**src/rtl/nios_system_sysid_pkg.sv**
```systemverilog
// Shared types and constants for the system-ID checker.
package nios_system_sysid_pkg;

  typedef enum logic [2:0] {
    S_IDLE  = 3'd0,
    S_RD_ID = 3'd1,
    S_RD_TS = 3'd2,
    S_CMP   = 3'd3,
    S_FIN   = 3'd4
  } state_e;

  localparam logic ADDR_ID = 1'b0;
  localparam logic ADDR_TS = 1'b1;
  localparam int   CNT_W   = 16;

endpackage

```
**src/rtl/nios_system_sysid_wait_ctr.sv**
```systemverilog
// Consecutive-waitrequest counter; hit asserts once the count reaches LIMIT.
module nios_system_sysid_wait_ctr
  import nios_system_sysid_pkg::*;
#(
  parameter int unsigned LIMIT = 255
) (
  input  logic clock,
  input  logic reset_n,
  input  logic clr,
  input  logic inc,
  output logic hit
);

  logic [CNT_W-1:0] cnt_q, cnt_d;

  assign hit = (cnt_q == CNT_W'(LIMIT));

  always_comb begin
    cnt_d = cnt_q;
    if (clr)             cnt_d = '0;
    else if (inc && !hit) cnt_d = cnt_q + 1'b1;
  end

  always_ff @(posedge clock) begin
    if (!reset_n) cnt_q <= '0;
    else          cnt_q <= cnt_d;
  end

endmodule

```
**config.mk**
```make
export PLATFORM = sky130hd
export DESIGN_NAME = nios_system_sysid_wait_ctr
export DESIGN_NICKNAME = d
export VERILOG_FILES = /design/src/rtl/nios_system_sysid_pkg.sv /design/src/rtl/nios_system_sysid_wait_ctr.sv
export SDC_FILE = /design/constraint.sdc
export NUM_CORES = 1
export LEC_CHECK = 0
export CORE_MARGIN = 5
export CORE_UTILIZATION = 55
export DETAILED_ROUTE_END_ITERATION = 10
export HOLD_SLACK_MARGIN = 0.05
export MAX_ROUTING_LAYER = met4
export PLACE_DENSITY_LB_ADDON = 0.12
export SYNTH_ARGS = -nofsm -noshare
export SYNTH_HDL_FRONTEND = slang
export SYNTH_SLANG_ARGS = --single-unit
```
**constraint.sdc**
```tcl
create_clock -name clock -period 1.98 [get_ports clock]
set_input_delay 0.198 -clock clock [delete_from_list [all_inputs] [get_ports clock]]
set_output_delay 0.198 -clock clock [all_outputs]
set_load 0.01 [all_outputs]
```
# Yosys cells after proc, flatten, opt, wreduce, memory -nomap -nowiden
# Index checks and enable logic that the tools add are counted.
# Widths: inputs -> output; s select.
# word_totals
out_inout_bits	1
wordCells	7
input_bits	4
regBits	16
# classes
n_eq_ne	1
n_addsub	1
n_reduce_logical	3
bitwise_logic	1
# op_table
operator	count
$add 16x1->16 const B	1
$eq 16x8->1 const B	1
$reduce_or 2->1	1
$logic_and 1x1->1	1
$logic_not 1->1	1
$not 1->1	1

# Depth between registers and ports, before layout
# logic_depth
word_depth	3
mapped_depth	5
mapped_depth_nobuf	5

# Worst setup path after synthesis
# Ideal clock, no wire load.
# synth_timing
kind	reg2reg
from	register cnt_q[0]
to	register cnt_q[7]
path_buffers	0
synth_period_minus_slack_ns	1.593
t_arrival_ns	1.457
path_stages_with_launch	6
setup_slack_ns	0.387
setup_time_ns	0.135
required_ns	1.845
cell_sequence	dfxtp_1 ha_1 and4_1 a41o_2 o311ai_0 o41ai_1
# synth_between
elab_chain_len	3
elab_cells_between_ends	4
classes_between	add/sub: 1; eq/ne: 1; reduce/logical: 2
# synth_rtl
element	line	source
from (decl)	nios_system_sysid_wait_ctr.sv:14	logic [CNT_W-1:0] cnt_q, cnt_d;
from (signal assigned)	nios_system_sysid_wait_ctr.sv:26	else cnt_q <= cnt_d;
branches (longest 3 deep; another with $add 16x1->16)	-	
# Several ways; the timed one is not identified.
# A chain may end at the register's enable or synchronous reset.

# Worst setup path after layout
# layout_timing
from	register cnt_q[12]
to	register cnt_q[7]
# layout_between
elab_chain_len	3
# layout_rtl
element	line	source
$eq 16x8->1	nios_system_sysid_wait_ctr.sv:16	assign hit = (cnt_q == CNT_W'(LIMIT));
$logic_not 1->1	nios_system_sysid_wait_ctr.sv:21	else if (inc && !hit) cnt_d = cnt_q + 1'b1;
$logic_and 1x1->1	nios_system_sysid_wait_ctr.sv:21	
# No other way between the ends.

==> flow_metrics.py <==
metrics = {
    "detailed_routing": {
        "drc_errors": 0,
        "vias": 748,
        "first_pass_iters": 4,
        "wl_per_cell_um": 14.23,
        "finalWirelength_um": 1707,
        "ant_nets": 0,
        "drt_iter0_drc": 41,
        "vias_per_cell": 6.233,
    },
    "grt": {
        "grt_first_pass_wirelength_um": 2953,
        "grt_pass1_vias": 709,
        "grt_start_max_net_pins": 14,
        "antenna_found_initial": 0,
        "grt_overflow": 0,
        "track_usage_pct": 15.66,
    },
    "power_and_ir_drop": {
        "p_sw_w": 0.0001125,
        "power.internal_w": 0.0004059,
        "p_leak_nw": 0.3318,
        "switching_share_pct": 21.71,
        "power_frac_clock_pct": 31.7,
        "power.density_nw_per_um2": 551.0,
        "vdd_ir_drop_max_v": 0.0006366,
        "seq_power_share_pct": 62.6,
        "p_comb_share_pct": 5.7,
    },
    "placed_design": {
        "hpwl_um": 1203,
        "port_buffers": 4,
        "dpl_cell_area_um2": 887.1,
        "gp_congestion": 0.8077,
    },
    "floorplanning": {
        "initial_utilization_pct": 60.06,
        "die_h_um": 48.40,
        "io_pins": 5,
        "core-area_um2": 1350,
        "die_w_um": 48.40,
        "rows": 13,
        "dieArea_um2": 2342,
    },
    "cts": {
        "cts_root_buffer": "clkbuf_4",
        "cts.clk_slew.worst_paths_ns": 0.09,
        "cts_tree": "built",
        "htreeDepth": 1,
        "cts_buffer_depth": 2,
        "clock_latency_ns": 0.28,
        "cts_buffers": 3,
        "post-cts-setup-buffers": 0,
        "hold_buffers": 0,
        "cts.sinks": 16,
    },
    "synth": {
        "yosys.area.top_type_share_pct": 39.51,
        "ys_ff_latch": 16,
        "ys_types": 31,
        "synth_nets": 101,
        "synth-warning-count": 0,
        "synth_top_area_cell": "dfxtp_1",
        "ys_top_cells_by_area": "dfxtp_1 40%, xnor2_1 5.4%, nand2_1 5.1%, nor2_1 4.6%, nand4_1 3.9%",
        "synth.cell_area_um2": 810.8,
        "avgSynthCellArea_um2": 8.446,
        "syn_inst": 96,
        "yosysSeqAreaShare_pct": 39.51,
    },
    "final_layout": {
        "largest_reg_flops": 16,
        "final_nets": 112,
        "drive_gt1_share_pct": 17.14,
        "top_regs": "cnt_q x16",
        "final_cell_area_um2": 940.9,
        "final_cell_mix": "14 x dfxtp_1, 11 x nand2_1, 10 x nor2_1",
        "largest-register": "cnt_q",
        "layout_commonest_cell": "dfxtp_1",
        "area_growth_pct": 16.05,
        "diodes": 0,
        "utilization_pct": 69.69,
    },
    "setup_path": {
        "worstSetupPathType": "reg -> reg",
        "crit_buf_inv": 1,
        "slowest_delay_ns": 0.45,
        "cp_top_family": "compound AO/OA/AOI/OAI gates",
        "critical_path_required_ns": 2.13,
        "critical_path.slowest_cell": "dfxtp_1",
        "r2r-start": "cnt_q[12]$_SDFFE_PP0P_",
        "endpoint_kind": "flip-flop",
        "startpoint": "cnt_q[12]$_SDFFE_PP0P_",
        "critPathMaxFanout": 9,
        "critPathLaunchType": "flip-flop",
        "path_cells": "nor4_4 -> buf_4 -> a41o_2 -> o311ai_0 -> o41ai_1",
        "crit_arrival_ns": 1.74,
    },
    "sta": {
        "setup_viol": 0,
        "whs_ns": 0.5022,
        "worst_pin_slew_ns": 0.4365,
        "fin_crit_ns": 1.586,
        "final_hold_viol_count": 0,
        "fin_tns_setup_ns": 0,
        "fmax_mhz": 630.3,
        "fin_crit_sh_pct": 80.12,
        "skew_ns": 0.007433,
        "finalMaxSlewViolations": 0,
        "slew_headroom_pct": 70.90,
        "rsz0062_at_grt": "false",
    },
    "min_path": {
        "hold_path.startpoint": "cnt_q[15]$_SDFFE_PP0P_",
        "hold_path_class": "reg -> reg",
    },
    "status": {
        "outcome": "completed",
    },
    "flow_run": {
        "maxCapViolations": 0,
    },
}
-- logic make-up (layout without fill, tap and decap cells) --
group	count (synthesis)	in the layout	share of synthesized area (%)
simple gates	50	50	33.49
fa+ha+maj	1	1	1.543
xor+xnor	6	6	6.481
mux	1	1	1.235
flops	16	16	39.51
compound gates	19	19	16.20
buf+inv	3	12	1.543
-- cells in the mapped netlist --
cell type,number
and4_2,1
and3_1,2
and4_1,1
or2b_1,1
nand3_1,5
or3_1,3
nor4_2,2
nor4_1,3
nor3_1,2
nand2b_1,2
nand2_1,11
o41ai_1,1
o311ai_0,1
a31o_2,2
xor2_1,1
mux2i_1,1
a41o_2,1
nand4_1,5
nor2b_1,1
dfxtp_1,16
a41oi_1,1
ha_1,1
buf_2,1
nor2_1,10
o21ai_0,5
a31oi_1,1
or2_2,1
inv_1,2
a21oi_1,6
xnor2_1,5
a2111oi_2,1
-- through the flow --
stage                power, W  setup slack (ns)  cells
floorplan           0.0003481            0.3875     96
global placement    0.0003597            0.2110    117
detailed placement  0.0003610            0.1618    117
CTS                 0.0005243          0.009607    120
global route        0.0005468            0.3007    120
finish              0.0005184            0.3935    120
-- worst reg2reg max path, stage by stage, from the launching register on --
cell      delay [ns]
dfxtp_1         0.45
nor4_4          0.09
buf_4           0.15
a41o_2          0.32
o311ai_0        0.32
o41ai_1         0.12
-- layout make-up --
class	instances	area, µm²
tap	15	18.77
timing repair buffer	7	65.06
sequential	16	325.3
multi-input combinational	77	501.7
clock buffer	3	22.52
fill	110	409.1
inverter	2	7.507
-- worst paths after layout --
kind / to / slack [ns] / cells after the start
max: cnt_q[7]$_SDFFE_PP0P_ / 0.39 / 5
min: cnt_q[15]$_SDFFE_PP0P_ / 0.50 / 2
max reg2reg: cnt_q[7]$_SDFFE_PP0P_ / 0.39 / 5
min reg2reg: cnt_q[15]$_SDFFE_PP0P_ / 0.50 / 2
-- layer usage --
| layer | vias up | routed length (µm) | global-route usage, % |
|---|---|---|---|
| met1 | 350 | 815 | 20.15 |
| met5 | - | 0 | - |
| li1 | 378 | - | - |
| met4 | 0 | 12 | 5.530 |
| met2 | 18 | 825 | 23.70 |
| met3 | 2 | 53 | 3.670 |
-- power groups by stage --
| stage | Sequential (W) | Clock, W | Combinational [W] |
|---|---|---|---|
| 6_report | 0.000324 | 0.000164 | 0.0000297 |
| 3_3_place_gp | 0.000332 | 0 | 0.0000281 |
| 4_1_cts | 0.000324 | 0.000170 | 0.0000299 |
| 5_1_grt | 0.000325 | 0.000188 | 0.0000336 |
| 2_1_floorplan | 0.000332 | 0 | 0.0000166 |
| 3_5_place_dp | 0.000332 | 0 | 0.0000293 |
-- timing repair --
item                       4_1_cts  5_1_grt
setup endpoints to repair        1        1
pin swaps                        0        1
gates resized for setup          7        1
No activity file was read; power rests on OpenSTA's default activity.
